<file path="src/rtl/command_receiver.sv">
// command_receiver: parses framed UART command packets (SYNC CMD LEN PAYLOAD CHK) into one-cycle command strobes.
// Optional inter-byte timeout is built when CMD_RX_TIMEOUT_EN is defined.
module command_receiver #(
  parameter logic [7:0] SYNC_BYTE      = 8'hAA,
  parameter int         MAX_PAYLOAD    = 4,
  parameter int         TIMEOUT_CYCLES = 500000
) (
  input  logic       clock,
  input  logic       reset_n,
  input  logic [7:0] rx_data,
  input  logic       rx_valid,
  output logic       cmd_start,
  output logic       cmd_difficulty_valid,
  output logic       difficulty,
  output logic       cmd_move_valid,
  output logic [1:0] move_dir,
  output logic       cmd_number_valid,
  output logic [3:0] number,
  output logic       cmd_place,
  output logic       cmd_restart,
  output logic       frame_error,
  output logic [1:0] error_code,
  output logic [7:0] error_count
);
  typedef enum logic [2:0] {S_SYNC, S_CMD, S_LEN, S_PAY, S_CHK} state_t;
  state_t     state;
  logic [7:0] cmd, acc, pay0;
  logic [3:0] len, idx;
  logic       cmd_ok, chk_ok, accept, reject, timeout_hit;
  logic [1:0] reject_code;
  assign cmd_ok = (cmd == 8'h01 || cmd == 8'h05 || cmd == 8'h06) ? len == 4'd0 :
                  (cmd == 8'h02 || cmd == 8'h03) ? len == 4'd1 :
                  (cmd == 8'h04) ? (len == 4'd1 && pay0 >= 8'd1 && pay0 <= 8'd9) : 1'b0;
  assign chk_ok = rx_data == acc;
  assign accept = rx_valid && state == S_CHK && chk_ok && cmd_ok;
  assign reject = timeout_hit ||
                  (rx_valid && state == S_LEN && rx_data > 8'(MAX_PAYLOAD)) ||
                  (rx_valid && state == S_CHK && !(chk_ok && cmd_ok));
  assign reject_code = timeout_hit ? 2'b11 : state == S_LEN ? 2'b00 : !chk_ok ? 2'b01 : 2'b10;
`ifdef CMD_RX_TIMEOUT_EN
  localparam int TW = $clog2(TIMEOUT_CYCLES + 1);
  logic [TW-1:0] tcnt;
  // Timeout fires on the idle cycle in which the gap count reaches TIMEOUT_CYCLES.
  assign timeout_hit = !rx_valid && state != S_SYNC && tcnt == TW'(TIMEOUT_CYCLES - 1);
  always_ff @(posedge clock or negedge reset_n)
    if (!reset_n) tcnt <= '0;
    else tcnt <= (rx_valid || state == S_SYNC || timeout_hit) ? '0 : tcnt + 1'b1;
`else
  assign timeout_hit = TIMEOUT_CYCLES < 0;
`endif
  always_ff @(posedge clock or negedge reset_n)
    if (!reset_n) begin
      state                <= S_SYNC;
      cmd                  <= '0;
      acc                  <= '0;
      pay0                 <= '0;
      len                  <= '0;
      idx                  <= '0;
      cmd_start            <= 1'b0;
      cmd_difficulty_valid <= 1'b0;
      difficulty           <= 1'b0;
      cmd_move_valid       <= 1'b0;
      move_dir             <= '0;
      cmd_number_valid     <= 1'b0;
      number               <= '0;
      cmd_place            <= 1'b0;
      cmd_restart          <= 1'b0;
      frame_error          <= 1'b0;
      error_code           <= '0;
      error_count          <= '0;
    end else begin
      cmd_start            <= accept && cmd == 8'h01;
      cmd_difficulty_valid <= accept && cmd == 8'h02;
      cmd_move_valid       <= accept && cmd == 8'h03;
      cmd_number_valid     <= accept && cmd == 8'h04;
      cmd_place            <= accept && cmd == 8'h05;
      cmd_restart          <= accept && cmd == 8'h06;
      frame_error          <= reject;
      if (accept && cmd == 8'h02) difficulty <= pay0[0];
      if (accept && cmd == 8'h03) move_dir <= pay0[1:0];
      if (accept && cmd == 8'h04) number <= pay0[3:0];
      if (reject) begin
        error_code  <= reject_code;
        error_count <= error_count == 8'hFF ? error_count : error_count + 8'd1;
      end
      if (timeout_hit) state <= S_SYNC;
      else if (rx_valid)
        case (state)
          S_SYNC: if (rx_data == SYNC_BYTE) begin
            state <= S_CMD;
            acc   <= '0;
          end
          S_CMD: begin
            cmd   <= rx_data;
            acc   <= acc ^ rx_data;
            state <= S_LEN;
          end
          S_LEN: if (rx_data > 8'(MAX_PAYLOAD)) state <= S_SYNC;
          else begin
            len   <= rx_data[3:0];
            acc   <= acc ^ rx_data;
            idx   <= '0;
            state <= rx_data == 8'd0 ? S_CHK : S_PAY;
          end
          // A SYNC-valued byte here is payload data, never a resync.
          S_PAY: begin
            if (idx == 4'd0) pay0 <= rx_data;
            acc   <= acc ^ rx_data;
            idx   <= idx + 4'd1;
            state <= idx == len - 4'd1 ? S_CHK : S_PAY;
          end
          S_CHK: state <= S_SYNC;
          default: state <= S_SYNC;
        endcase
    end
endmodule

</file>
<file path="config.mk">
export PLATFORM = sky130hd
export DESIGN_NAME = command_receiver
export DESIGN_NICKNAME = d
export VERILOG_FILES = /design/src/rtl/command_receiver.sv
export SDC_FILE = /design/constraint.sdc
export NUM_CORES = 1
export LEC_CHECK = 0
export BUFFER_PORTS_ARGS = -buffer_cell sky130_fd_sc_hd__buf_4
export CORE_MARGIN = 5
export CORE_UTILIZATION = 60
export CTS_CLUSTER_DIAMETER = 40
export DETAILED_ROUTE_END_ITERATION = 8
export PLACE_DENSITY = 0.82
export SLEW_MARGIN = 25
export SYNTH_ARGS = -nofsm -noshare
export SYNTH_HDL_FRONTEND = slang
export SYNTH_SLANG_ARGS = --single-unit
export TNS_END_PERCENT = 100
</file>
<file path="constraint.sdc">
create_clock -name clock -period 6.23 [get_ports clock]
set_input_delay 0.3115 -clock clock [delete_from_list [all_inputs] [get_ports clock]]
set_output_delay 0.3115 -clock clock [all_outputs]
set_load 0.01 [all_outputs]
</file>
# Word-level counts from Yosys, hierarchy flattened
# Cells that the tools add are included.
[totals]
regBits = 59
elab_cells = 93
output_inout_bits = 24
inputBits = 11
[classes]
n_bitwise = 3
n_eq_ne = 17
n_reduce_logical = 34
muxes = 15
add_sub_neg = 3
order_cmp = 3
[op_table]
columns = ["operator", "n"]
rows = [
  ["8-bit by 3-bit equality test with 1-bit output, second input constant", 3],
  ["8-bit one-hot mux with 3 select lines", 1],
  ["8-bit by 2-bit equality test with 1-bit output, second input constant", 2],
  ["8-bit equality test, second input constant", 2],
  ["8-bit 2-to-1 mux", 2],
  ["1-bit logical AND", 15],
  ["3-bit 2-to-1 mux", 4],
  ["3-bit one-hot mux with 4 select lines", 1],
  ["3-bit AND reduction", 3],
  ["8-bit by 1-bit adder with 8-bit output, second input constant", 1],
  ["8-bit by 1-bit equality test with 1-bit output, second input constant", 1],
  ["8-bit equality test", 1],
  ["8-bit by 1-bit >= comparator with 1-bit output, second input constant", 1],
  ["8-bit by 3-bit greater-than comparator with 1-bit output, second input constant", 1],
  ["8-bit by 4-bit less-or-equal comparator with 1-bit output, second input constant", 1],
  ["4-bit logical NOT", 2],
  ["8-bit logical NOT", 1],
  ["4-bit one-hot mux with 2 select lines", 1],
  ["8-bit XOR", 1],
  ["3-bit by 2-bit equality test with 1-bit output, second input constant", 2],
  ["2-bit AND reduction", 3],
  ["4-bit by 1-bit adder with 4-bit output, second input constant", 1],
  ["4-bit by 1-bit equality test with 1-bit output, second input constant", 1],
  ["4-bit equality test", 1],
  ["15 further kinds", 23],
]

# Longest topological paths before layout
# Gate-level depths: netlist of run 1.
[depth]
ltp_word = 11
mapped_depth = 8
ltp_nobuf = 8

# Worst setup path before layout of run 1
# OpenSTA, ideal clock, no wires.
[synth_timing]
path_kind = "register to register"
from = "register len[1]"
to = "register number[0]"
stages_incl_launch_ff = 9
setup_time_ns = 0.125
path_slack_ns = 3.858
n_path_buf = 0
required_time_ns = 6.105
arrival_time_ns = 2.247
period_less_slack_ns = 2.372
path_cell_list = "dfrtp_1 > inv_1 > ha_1 > or4b_1 > a311o_1 > nor2_4 > nand4_4 > nor3_4 > mux2_4"
[synth_between]
elab_chain_len = 8
[synth_lines]
columns = ["item", "line_no", "text"]
rows = [
  ["from (decl)", "28", "logic [3:0] len, idx;"],
  ["from (signal assigned)", "100", "len <= rx_data[3:0];"],
  ["4-bit by 1-bit equality test with 1-bit output", "32, 33", ""],
  ["1-bit logical AND (2 in series)", "33", "(cmd == 8'h04) ? (len == 4'd1 && pay0 >= 8'd1 && pay0 <= 8'd9) : 1'b0;"],
  ["1-bit 2-to-1 mux", "33", ""],
  ["1-bit 2-to-1 mux", "32", "(cmd == 8'h02 || cmd == 8'h03) ? len == 4'd1 :"],
  ["1-bit 2-to-1 mux (*)", "31", "assign cmd_ok = (cmd == 8'h01 || cmd == 8'h05 || cmd == 8'h06) ? len == 4'd0 :"],
  ["1-bit logical AND (*)", "35", "assign accept = rx_valid && state == S_CHK && chk_ok && cmd_ok;"],
  ["1-bit logical AND (*)", "81", "if (accept && cmd == 8'h04) number <= pay0[3:0];"],
  ["to (signal assigned)", "81", ""],
  ["to (decl)", "18", "output logic [3:0] number,"],
]
# Mark *: on every way between the ends. The rest lies on a longest branch, timed or not.
# A chain may end at the register's enable or synchronous reset.

# Final worst setup path of run 1
# Same ends and word-level chain as after synthesis.

==> flow_metrics.py, run 1 <==
metrics = {
    "floorplanning": {
        "pin_count": 35,
        "start_util_pct": 62.08,
        "coreArea_um2": 4755,
        "rows": 25,
        "die_area_um2": 6422,
        "die_h_um": 80.14,
        "die_w_um": 80.14,
    },
    "global_routing": {
        "antenna_found_initial": 0,
        "grt_util_all_layers_pct": 21.61,
        "grt_pass1_wl_mm": 10.41,
        "grt_max_degree": 60,
        "first_global_vias": 2179,
        "grt.overflow.total": 0,
    },
    "timing": {
        "worst_pin_slew_ns": 0.7202,
        "period_minus_slack_ns": 2.552,
        "slew_headroom_pct": 51.99,
        "period_share_pct": 40.97,
        "slew_violations": 0,
        "hold_viol": 0,
        "fmax_ghz": 0.3918,
        "setup_violations": 0,
        "clock_skew_ns": 0.004473,
        "tns_ns": 0,
        "grt_setup_unrepaired": "false",
    },
    "route": {
        "vias": 2166,
        "drc_errors": 0,
        "first_pass_iters": 5,
        "viasPerCell": 5.761,
        "wl_mm": 6.107,
        "wl_per_cell_um": 16.24,
        "postRouteAntennaNets": 0,
        "drtIter0Drc": 157,
    },
    "worst_setup_path": {
        "crit_arrival_ns": 2.78,
        "critPathKind": "register to register",
        "slowest_delay_ns": 0.43,
        "cp_max_fo": 5,
        "crit_chain": "inv_1, ha_1, or4b_1, a311o_1, nor2_4, nand4_4, nor3_4, mux2_4",
        "worstSetupEndpointType": "register",
        "cp_slowest_cell": "or4b_1",
        "worstPathRequired_ns": 6.46,
        "cp-start-kind": "register",
    },
    "synth": {
        "synth.avg_cell_area_um2": 11.18,
        "synth_seq_cells": 59,
        "synthFlopType": "dfrtp_1",
        "yosysWarnings": 0,
        "syn_area_um2": 2952,
        "ys_async_sr_fraction_pct": 100.0,
        "synth_nets": 280,
        "synth-seq-area-share_pct": 50.02,
        "syn_inst": 264,
        "ys_types": 57,
        "synth_edf_count": 0,
    },
    "cts": {
        "clk_pin_slew_ns": 0.07,
        "cts.path.max_buffers": 2,
        "cts_root_buf": "clkbuf_8",
        "htree_levels": 3,
        "tritoncts": "built",
        "clock_sinks": 59,
        "postCtsHoldBufs": 0,
        "cts_resized": 0,
        "cts_made_buffers": 9,
        "clock_latency_ns": 0.34,
        "postCtsSetupBuffers": 0,
    },
    "placement": {
        "port_buffers": 34,
        "dp_hpwl_mm": 4.288,
        "placed_cells": 360,
        "gp_congestion": 0.8119,
    },
    "power_and_ir_drop": {
        "vdd_drop_max_mv": 0.2902,
        "p_leak_nw": 1.574,
        "powerDensity_nw_per_um2": 374.7,
    },
    "final_layout": {
        "area_growth_pct": 17.30,
        "diodes": 0,
        "final_cell_count_no_fill": 376,
        "fillers": 360,
        "num-nets-final": 320,
        "final_util_pct": 72.82,
        "drive_above_1_share_pct": 30.10,
    },
    "worst_hold_path": {
        "hold_class": "primary input to asynchronous set/reset pin",
    },
    "run_status": {
        "status": "completed",
    },
    "run": {
        "cap_violations": 0,
    },
}
==> synthesized netlist by cell type, types with 5 or more instances <==
cell type / instances / area share, %
dfrtp_1: 59 / 50
nand4_1: 6 / 1.3
xnor2_1: 15 / 4.5
nor2b_1: 5 / 1.1
inv_1: 5 / 0.64
and3_1: 6 / 1.3
nor3_1: 5 / 0.85
mux2_4: 5 / 2.5
nand2_1: 26 / 3.3
mux2_2: 21 / 8.0
a21oi_1: 5 / 0.85
o21ai_0: 20 / 3.4
nor2_1: 17 / 2.2
ha_1: 5 / 2.1
==> routing by layer <==
layer	vias up	global-route usage [%]	part of all wire [%]
met3	13	3.924	4.6
met1	1046	28.09	44
met2	73	32.86	49
met4	0	14.53	2.4
met5	-	0	0
li1	1034	-	-
==> placed cells by master, fill, tap and decap left out, types with 3 or more instances in the layout <==
cell type and n:
inv_1 5, mux2_4 5, nand4_1 6, clkbuf_8 10
and3_1 6, nand2_1 26, xnor2_1 15, a21oi_1 5
o21ai_0 20, mux2_2 21, nor2b_1 5, dfrtp_1 59
ha_1 5, nand3_1 4, nand2b_1 3, o21ai_1 4
or4_1 3, buf_4 35, nor2_1 17, nor3_1 5
clkinv_2 3
==> metrics by stage <==
step           cell area, um2  hold slack, ns  setup WS [ns]  power, mW
6_report                 3462         0.02885          3.678      1.297
4_1_cts                  3462         0.04980          3.684      1.306
5_1_grt                  3462         0.09674          3.495      1.385
2_1_floorplan            2952         0.01591          3.858     0.8445
3_5_place_dp             3268          0.4144          3.714     0.9582
3_3_place_gp             3268          0.4148          3.737     0.9376
==> registers in the layout, summed over array words and instances, names as in the netlist, 3 cells and up <==
signal       cells
acc              8
cmd              8
error_count      8
pay0             8
idx              4
len              4
number           4
state            3
==> power breakdown <==
group          switching [mW]  internal [mW]  total [mW]  leakage [nW]
Sequential              0.113          0.476       0.589         0.778
Combinational           0.187          0.179       0.366         0.696
Clock                   0.148          0.193       0.341        0.0991
Total                   0.448          0.849        1.30          1.57
==> path summary, 6_finish.rpt <==
| kind | from | endpoint | slack, ns | cells after the start |
|---|---|---|---|---|
| worst max register to register | len[1] | number[0] | 3.68 | 8 |
| worst min-delay path | reset_n | acc[5] | 0.03 | 1 |
| max in group asynchronous | reset_n | idx[1] | 5.73 | 1 |
| min in group clock | rx_data[4] | acc[4] | 0.27 | 3 |
| worst min register to register | acc[2] | acc[2] | 0.49 | 1 |
| worst max-delay path | len[1] | number[0] | 3.68 | 8 |
==> critical path, delay by kind of cell, from the launching register on <==
family / cells / cell delay (ns)
buffers and inverters: 1 / 0.10
adder cells (fa/ha/maj): 1 / 0.17
AND/OR/NAND/NOR: 4 / 1.03
AO/OA/AOI/OAI: 1 / 0.42
multiplexers: 1 / 0.33
flip-flops: 1 / 0.38
==> cell families after synthesis <==
kind of cell             Yosys count  synth area share [%]
multiplexers                      27                 10.94
flip-flops                        59                 50.02
buffers and inverters             12                 1.780
XOR/XNOR                          17                 5.045
adder cells (fa/ha/maj)            5                 2.120
AND/OR/NAND/NOR                   99                 20.31
AO/OA/AOI/OAI                     45                 9.793
==> layout make-up <==
type	instances	area, um2	share of cell area (%)
clock buffer	11	141.4	4.084
clock inverter	5	52.55	1.518
inverter	6	22.52	0.6505
multi-input combinational	193	1423	41.09
sequential	59	1476	42.65
tap	67	83.83	2.421
timing repair buffer	35	262.8	7.589
Note: power is estimated with default switching activity, not from simulation.
==> run 2, diff against run 1 <==
--- a/config.mk
+++ b/config.mk
@@ -5,12 +5,13 @@
 export SDC_FILE = /design/constraint.sdc
 export NUM_CORES = 1
 export LEC_CHECK = 0
+export ABC_AREA = 1
 export BUFFER_PORTS_ARGS = -buffer_cell sky130_fd_sc_hd__buf_4
 export CORE_MARGIN = 5
-export CORE_UTILIZATION = 60
+export CORE_UTILIZATION = 52
 export CTS_CLUSTER_DIAMETER = 40
 export DETAILED_ROUTE_END_ITERATION = 8
-export PLACE_DENSITY = 0.82
+export PLACE_DENSITY = 0.75
 export SLEW_MARGIN = 25
 export SYNTH_ARGS = -nofsm -noshare
 export SYNTH_HDL_FRONTEND = slang
==> constraint.sdc (replaced) <==
create_clock -name clock -period 2.1 [get_ports clock]
set_input_delay 0.105 -clock clock [delete_from_list [all_inputs] [get_ports clock]]
set_output_delay 0.105 -clock clock [all_outputs]
set_load 0.01 [all_outputs]
==> run 2 against run 1 <==
Worst hold slack improved by 0.056 ns. Count of clock-buffer cells in the layout did not move. Synthesized area rose by 0.89%. Synthesized cell count rose by 42%. Worst setup slack got worse by 3.4 ns. Largest power group unchanged. Highest routed layer unchanged.
==> flow_metrics.py, run 2 <==
metrics = {
    "run_status": {
        "status": "completed",
    },
    "final_layout": {
        "drive_above_1_share_pct": 15.68,
        "layout_commonest_cell": "nand2_1",
        "area_growth_pct": 17.61,
        "final_cell_count_no_fill": 493,
        "final_util_pct": 63.21,
        "diodes": 0,
        "fin_area_um2": 3502,
        "mostFrequentLayoutCells": "nand2_1 (114), dfrtp_1 (59), nor2_1 (40)",
        "num-nets-final": 434,
    },
    "timing": {
        "tns_ns": 0,
        "fin_hold_ws_ns": 0.08511,
        "grt_setup_unrepaired": "false",
        "clock_skew_ns": 0.007549,
        "period_minus_slack_ns": 1.844,
        "worst_pin_slew_ns": 0.7155,
        "period_share_pct": 87.83,
        "slew_violations": 0,
        "setup_violations": 0,
        "slew_headroom_pct": 52.30,
        "hold_viol": 0,
        "fmax_ghz": 0.5422,
        "worst_slack_ns": 0.2556,
    },
    "cts": {
        "tritoncts": "built",
        "clk_pin_slew_ns": 0.07,
        "cts_made_buffers": 9,
        "clock_sinks": 59,
        "cts.path.max_buffers": 2,
        "cts_root_buf": "clkbuf_8",
        "htree_levels": 3,
        "clock_latency_ns": 0.33,
    },
    "placement": {
        "dpl_cell_area_um2": 3301,
        "gp_congestion": 0.8485,
        "pre_cts_ws_ns": 0.1971,
        "placed_cells": 478,
        "port_buffers": 34,
        "dp_hpwl_mm": 4.277,
    },
    "global_routing": {
        "grt_util_met1_pct": 22.61,
        "first_global_vias": 2368,
        "grt_most_used_layer": "met2",
        "grt.overflow.total": 0,
        "gr-usage-met2_pct": 28.11,
        "use_met3_pct": 4.323,
        "grt_max_degree": 60,
        "grt_pass1_wl_mm": 10.32,
        "antenna_found_initial": 0,
        "grt_util_all_layers_pct": 17.69,
    },
    "route": {
        "viasPerCell": 4.970,
        "wl_per_cell_um": 11.95,
        "drtIter0Drc": 107,
        "wl_mm": 5.892,
        "first_pass_iters": 4,
        "vias": 2450,
        "postRouteAntennaNets": 0,
        "drc_errors": 0,
    },
    "synth": {
        "ys_types": 28,
        "synth-seq-area-share_pct": 49.58,
        "synthTopCellsByArea": "dfrtp_1 (50%), nand2_1 (14%), o21ai_0 (5.5%)",
        "yosysTopAreaCell": "dfrtp_1",
        "synth.avg_cell_area_um2": 7.941,
        "synthFlopType": "dfrtp_1",
        "synth_top_area_share_pct": 49.58,
        "synth_seq_cells": 59,
        "yosys-top-cells-count": "nand2_1 (114), dfrtp_1 (59), nor2_1 (40)",
        "synth_most_common_cell": "nand2_1",
        "synth_edf_count": 0,
        "yosysWarnings": 0,
        "syn_inst": 375,
        "ys_async_sr_fraction_pct": 100.0,
        "syn_area_um2": 2978,
        "synth_nets": 391,
    },
    "worst_hold_path": {
        "hold_class": "primary input to register",
    },
    "worst_setup_path": {
        "crit_arrival_ns": 2.07,
        "cp_max_fo": 12,
        "critPathKind": "register to register",
        "worstSetupEndpointType": "register",
        "worstPathRequired_ns": 2.32,
        "cp-start-kind": "register",
    },
    "floorplanning": {
        "die_w_um": 85.68,
        "start_util_pct": 53.75,
        "die_h_um": 85.68,
        "rows": 27,
        "pin_count": 35,
        "coreArea_um2": 5540,
        "die_area_um2": 7340,
    },
    "power_and_ir_drop": {
        "power.total_mw": 3.804,
        "p_leak_nw": 1.778,
        "powerDensity_nw_per_um2": 1086,
        "vdd_drop_max_mv": 0.6337,
    },
    "run": {
        "cap_violations": 0,
    },
}
[run 2: area by class of cell]
| type | count | area (um2) |
|---|---|---|
| fill | 470 | 2038 |
| multi-input combinational | 269 | 1319 |
| timing repair buffer | 36 | 272.8 |
| sequential | 59 | 1476 |
| tap | 72 | 90.09 |
| clock inverter | 3 | 40.04 |
| inverter | 43 | 162.7 |
| clock buffer | 11 | 141.4 |
[run 2: cell families after synthesis]
kind of cell / after synthesis / share of synthesized area [%]
and+or+nand+nor: 202 / 28.95
DFF: 59 / 49.58
buffers and inverters: 47 / 6.470
AOI/OAI and AO/OA: 45 / 7.899
xor gates and xnor gates: 17 / 5.000
adders and majority gates: 5 / 2.101
[run 2: metal layers]
layer  part of all wire (%)  wire, um  vias up
met5                      0         0        -
met4                    1.8       108        0
met3                    5.2       308        9
met2                     46      2681       50
met1                     47      2794     1116
li1                       -         -     1275
[run 2: power by group]
group          leakage [nW]  internal (mW)  switching [mW]
combinational         0.898          0.443           0.729
sequential            0.785           1.42           0.240
clock                0.0950          0.563           0.413
total                  1.78           2.42            1.38
[run 2: final timing paths]
path                             from              to  slack (ns)  cells past startpoint
max                            len[0]  error_count[7]        0.26                     11
min reg2reg                 number[2]       number[2]        0.48                      2
min                        rx_data[5]          cmd[5]        0.09                      3
min in group asynchronous     reset_n       number[3]        0.38                      2
max in group asynchronous     reset_n          idx[0]        1.25                      2
max reg2reg                    len[0]  error_count[7]        0.26                     11
[run 2: critical path: stages (launching register included)]
cell     delay [ns]
dfrtp_1        0.42
inv_1          0.08
ha_1           0.23
nor3b_2        0.17
a21oi_2        0.13
nor2_1         0.07
nand2_1        0.09
nand2_1        0.11
nand2_4        0.17
nand2_2        0.13
nand2_1        0.09
nand2_1        0.05
[run 2: what timing repair did]
action / 4_1_cts / 5_1_grt
setup buffers: 0 / 0
endpoints found under the setup margin: 0 / 8
hold buffers: 1 / 0
endpoints found under the hold margin: 59 / 0
gates resized for setup: 0 / 2
==> run 3, diff against run 2 <==
--- a/config.mk
+++ b/config.mk
@@ -5,7 +5,6 @@
 export SDC_FILE = /design/constraint.sdc
 export NUM_CORES = 1
 export LEC_CHECK = 0
-export ABC_AREA = 1
 export BUFFER_PORTS_ARGS = -buffer_cell sky130_fd_sc_hd__buf_4
 export CORE_MARGIN = 5
 export CORE_UTILIZATION = 52
==> run 3 against run 2 <==
Sequential share of layout area decreased by 4.8 points. Cell count shrank 14%. Clock power up 29%. Critical endpoint is now number[0]. Flip-flop and latch count is the same. Count of clock-buffer cells in the layout is 1 lower. Critical path depth is 2 lower. The flow now finishes with violations (negative setup slack). Worst hold slack got worse by 0.026 ns.
==> flow_metrics.py, run 3 (same netlist as run 1, synthesis figures left out) <==
metrics = {
    "run_status": {
        "status": "finished, violations left",
        "violations": "negative setup slack",
    },
    "timing": {
        "hold_viol": 0,
        "grt_setup_unrepaired": "true",
        "worst_pin_slew_ns": 0.7391,
        "worst_slack_ns": -0.3175,
        "period_minus_slack_ns": 2.418,
        "period_share_pct": 115.1,
        "fmax_ghz": 0.4136,
        "slew_headroom_pct": 50.72,
        "setup_violations": 20,
        "clock_skew_ns": 0.005973,
        "slew_violations": 0,
    },
    "placement": {
        "port_buffers": 34,
        "dp_hpwl_mm": 4.767,
        "gp_congestion": 0.7891,
        "pre_cts_ws_ns": -0.3582,
        "dpl_cell_area_um2": 3568,
    },
    "worst_setup_path": {
        "crit_chain": "inv_2, ha_4, or4b_4, a311o_1, nor2_4, nand4_4, nor3_4, buf_6, mux2_4",
        "cp_max_fo": 5,
        "path_delay_family": "simple AND/OR/NAND/NOR gates",
        "worst-path-buf-inv": 2,
        "worstPathRequired_ns": 2.32,
        "r2r_slack_ns": -0.32,
        "worstSetupEndpointType": "register",
        "timing.rr.start": "len[1]",
        "critPathKind": "register to register",
        "r2r_cells": 9,
        "timing.rr.end": "number[0]",
        "cp_slowest_cell": "or4b_4",
        "cp-start-kind": "register",
        "crit_arrival_ns": 2.64,
        "slowest_delay_ns": 0.44,
    },
    "cts": {
        "clock_latency_ns": 0.34,
        "cts_made_buffers": 9,
        "cts.path.max_buffers": 2,
        "cts_root_buf": "clkbuf_8",
        "clock_sinks": 59,
        "tritoncts": "built",
        "htree_levels": 3,
        "clk_pin_slew_ns": 0.07,
    },
    "run": {
        "cap_violations": 0,
    },
    "final_layout": {
        "drive_above_1_share_pct": 41.71,
        "diodes": 0,
        "mostFrequentLayoutCells": "buf_4 (71), dfrtp_1 (59), nand2_1 (26)",
        "num-nets-final": 361,
        "layout_commonest_cell": "buf_4",
        "final_util_pct": 71.80,
        "fin_area_um2": 3954,
        "regArea_um2": 1476,
        "area_growth_pct": 33.95,
        "multiInputGateArea_um2": 1535,
        "fillers": 394,
    },
    "floorplanning": {
        "start_util_pct": 53.60,
        "pin_count": 35,
        "die_w_um": 85.34,
        "rows": 27,
        "coreArea_um2": 5507,
        "die_h_um": 85.34,
        "die_area_um2": 7283,
    },
    "route": {
        "postRouteAntennaNets": 0,
        "drc_errors": 0,
        "first_pass_iters": 4,
        "drtIter0Drc": 121,
        "viasPerCell": 5.543,
        "vias": 2339,
        "wl_mm": 7.068,
        "wl_per_cell_um": 16.75,
    },
    "worst_hold_path": {
        "hold_class": "primary input to register",
        "whs_endpoint": "len[0]",
        "hp-start": "rx_data[0]",
        "holdPathStages": 3,
    },
    "global_routing": {
        "grt_pass1_wl_mm": 11.67,
        "first_global_vias": 2464,
        "grt.overflow.total": 0,
        "grt_util_all_layers_pct": 20.56,
        "antenna_found_initial": 0,
        "grt_max_degree": 60,
    },
    "power_and_ir_drop": {
        "vdd_drop_max_mv": 0.7424,
        "power.total_mw": 4.458,
        "powerDensity_nw_per_um2": 1128,
        "p_leak_nw": 1.821,
    },
}
==> run 3: cell count changes in the layout (fill, tap and decap cells not counted), sizes merged, moves of 5 or more <==
cell	previous run	this run
nand2	118	26
xnor2	10	15
nor2	44	19
nand3	24	5
inv	42	5
and3	0	6
o21ai	36	24
nor2b	0	5
xor2	7	2
buf	35	75
mux2	0	27
==> run 3: how the worst max path moves through the flow <==
stage                 from           to  slack [ns]  cells after the start
finish              len[1]    number[0]       -0.32                      9
global route        len[1]  move_dir[1]       -0.40                      8
CTS                 len[1]    number[0]       -0.29                      9
detailed placement  len[1]    number[0]       -0.36                      8
global placement    len[1]    number[2]       -0.30                      8
floorplan           len[0]    number[0]       -0.27                      7
==> run 3: metal layers <==
layer	vias up	wire [um]	GRT usage [%]
met2	55	3638	35.81
met1	1168	3052	24.44
met3	7	320	6.019
li1	1109	-	-
met5	-	0	0
met4	0	57	6.331
==> run 3: layout make-up <==
class	instances	share of cell area, %
clock inverters	6	2.880
inverters	6	0.5696
clock buffers	10	3.228
well taps	72	2.278
repair buffers	76	14.87
flip-flops and latches	59	37.34
multi-input cells	193	38.83
==> run 3: where the power goes <==
group	leakage (nW)	internal (mW)	total [mW]	switching, mW
logic	0.930	0.776	1.55	0.774
registers	0.778	1.41	1.65	0.235
clock network	0.113	0.790	1.26	0.469
==> run 3: worst reg2reg max path: stages, from the launching register on <==
cell	delay, ns
dfrtp_1	0.40
inv_2	0.08
ha_4	0.12
or4b_4	0.44
a311o_1	0.38
nor2_4	0.17
nand4_4	0.11
nor3_4	0.14
buf_6	0.15
mux2_4	0.30
==> run 3: repair_timing <==
action	CTS	global route
buffers inserted	3	3
hold endpoints to repair	59	0
pin swaps	11	5
hold buffers	1	0
gates resized for setup	7	14
endpoints found under the setup margin	17	25
==> run 3: through the flow <==
stage | hold WS, ns | TNS, ns | cells
2_1_floorplan | -0.1906 | -2.139 | 264
3_3_place_gp | 0.2138 | -3.064 | 400
3_5_place_dp | 0.2163 | -3.606 | 400
4_1_cts | 0.04849 | -3.891 | 419
5_1_grt | 0.05672 | -6.057 | 422
6_report | 0.05883 | -4.153 | 422
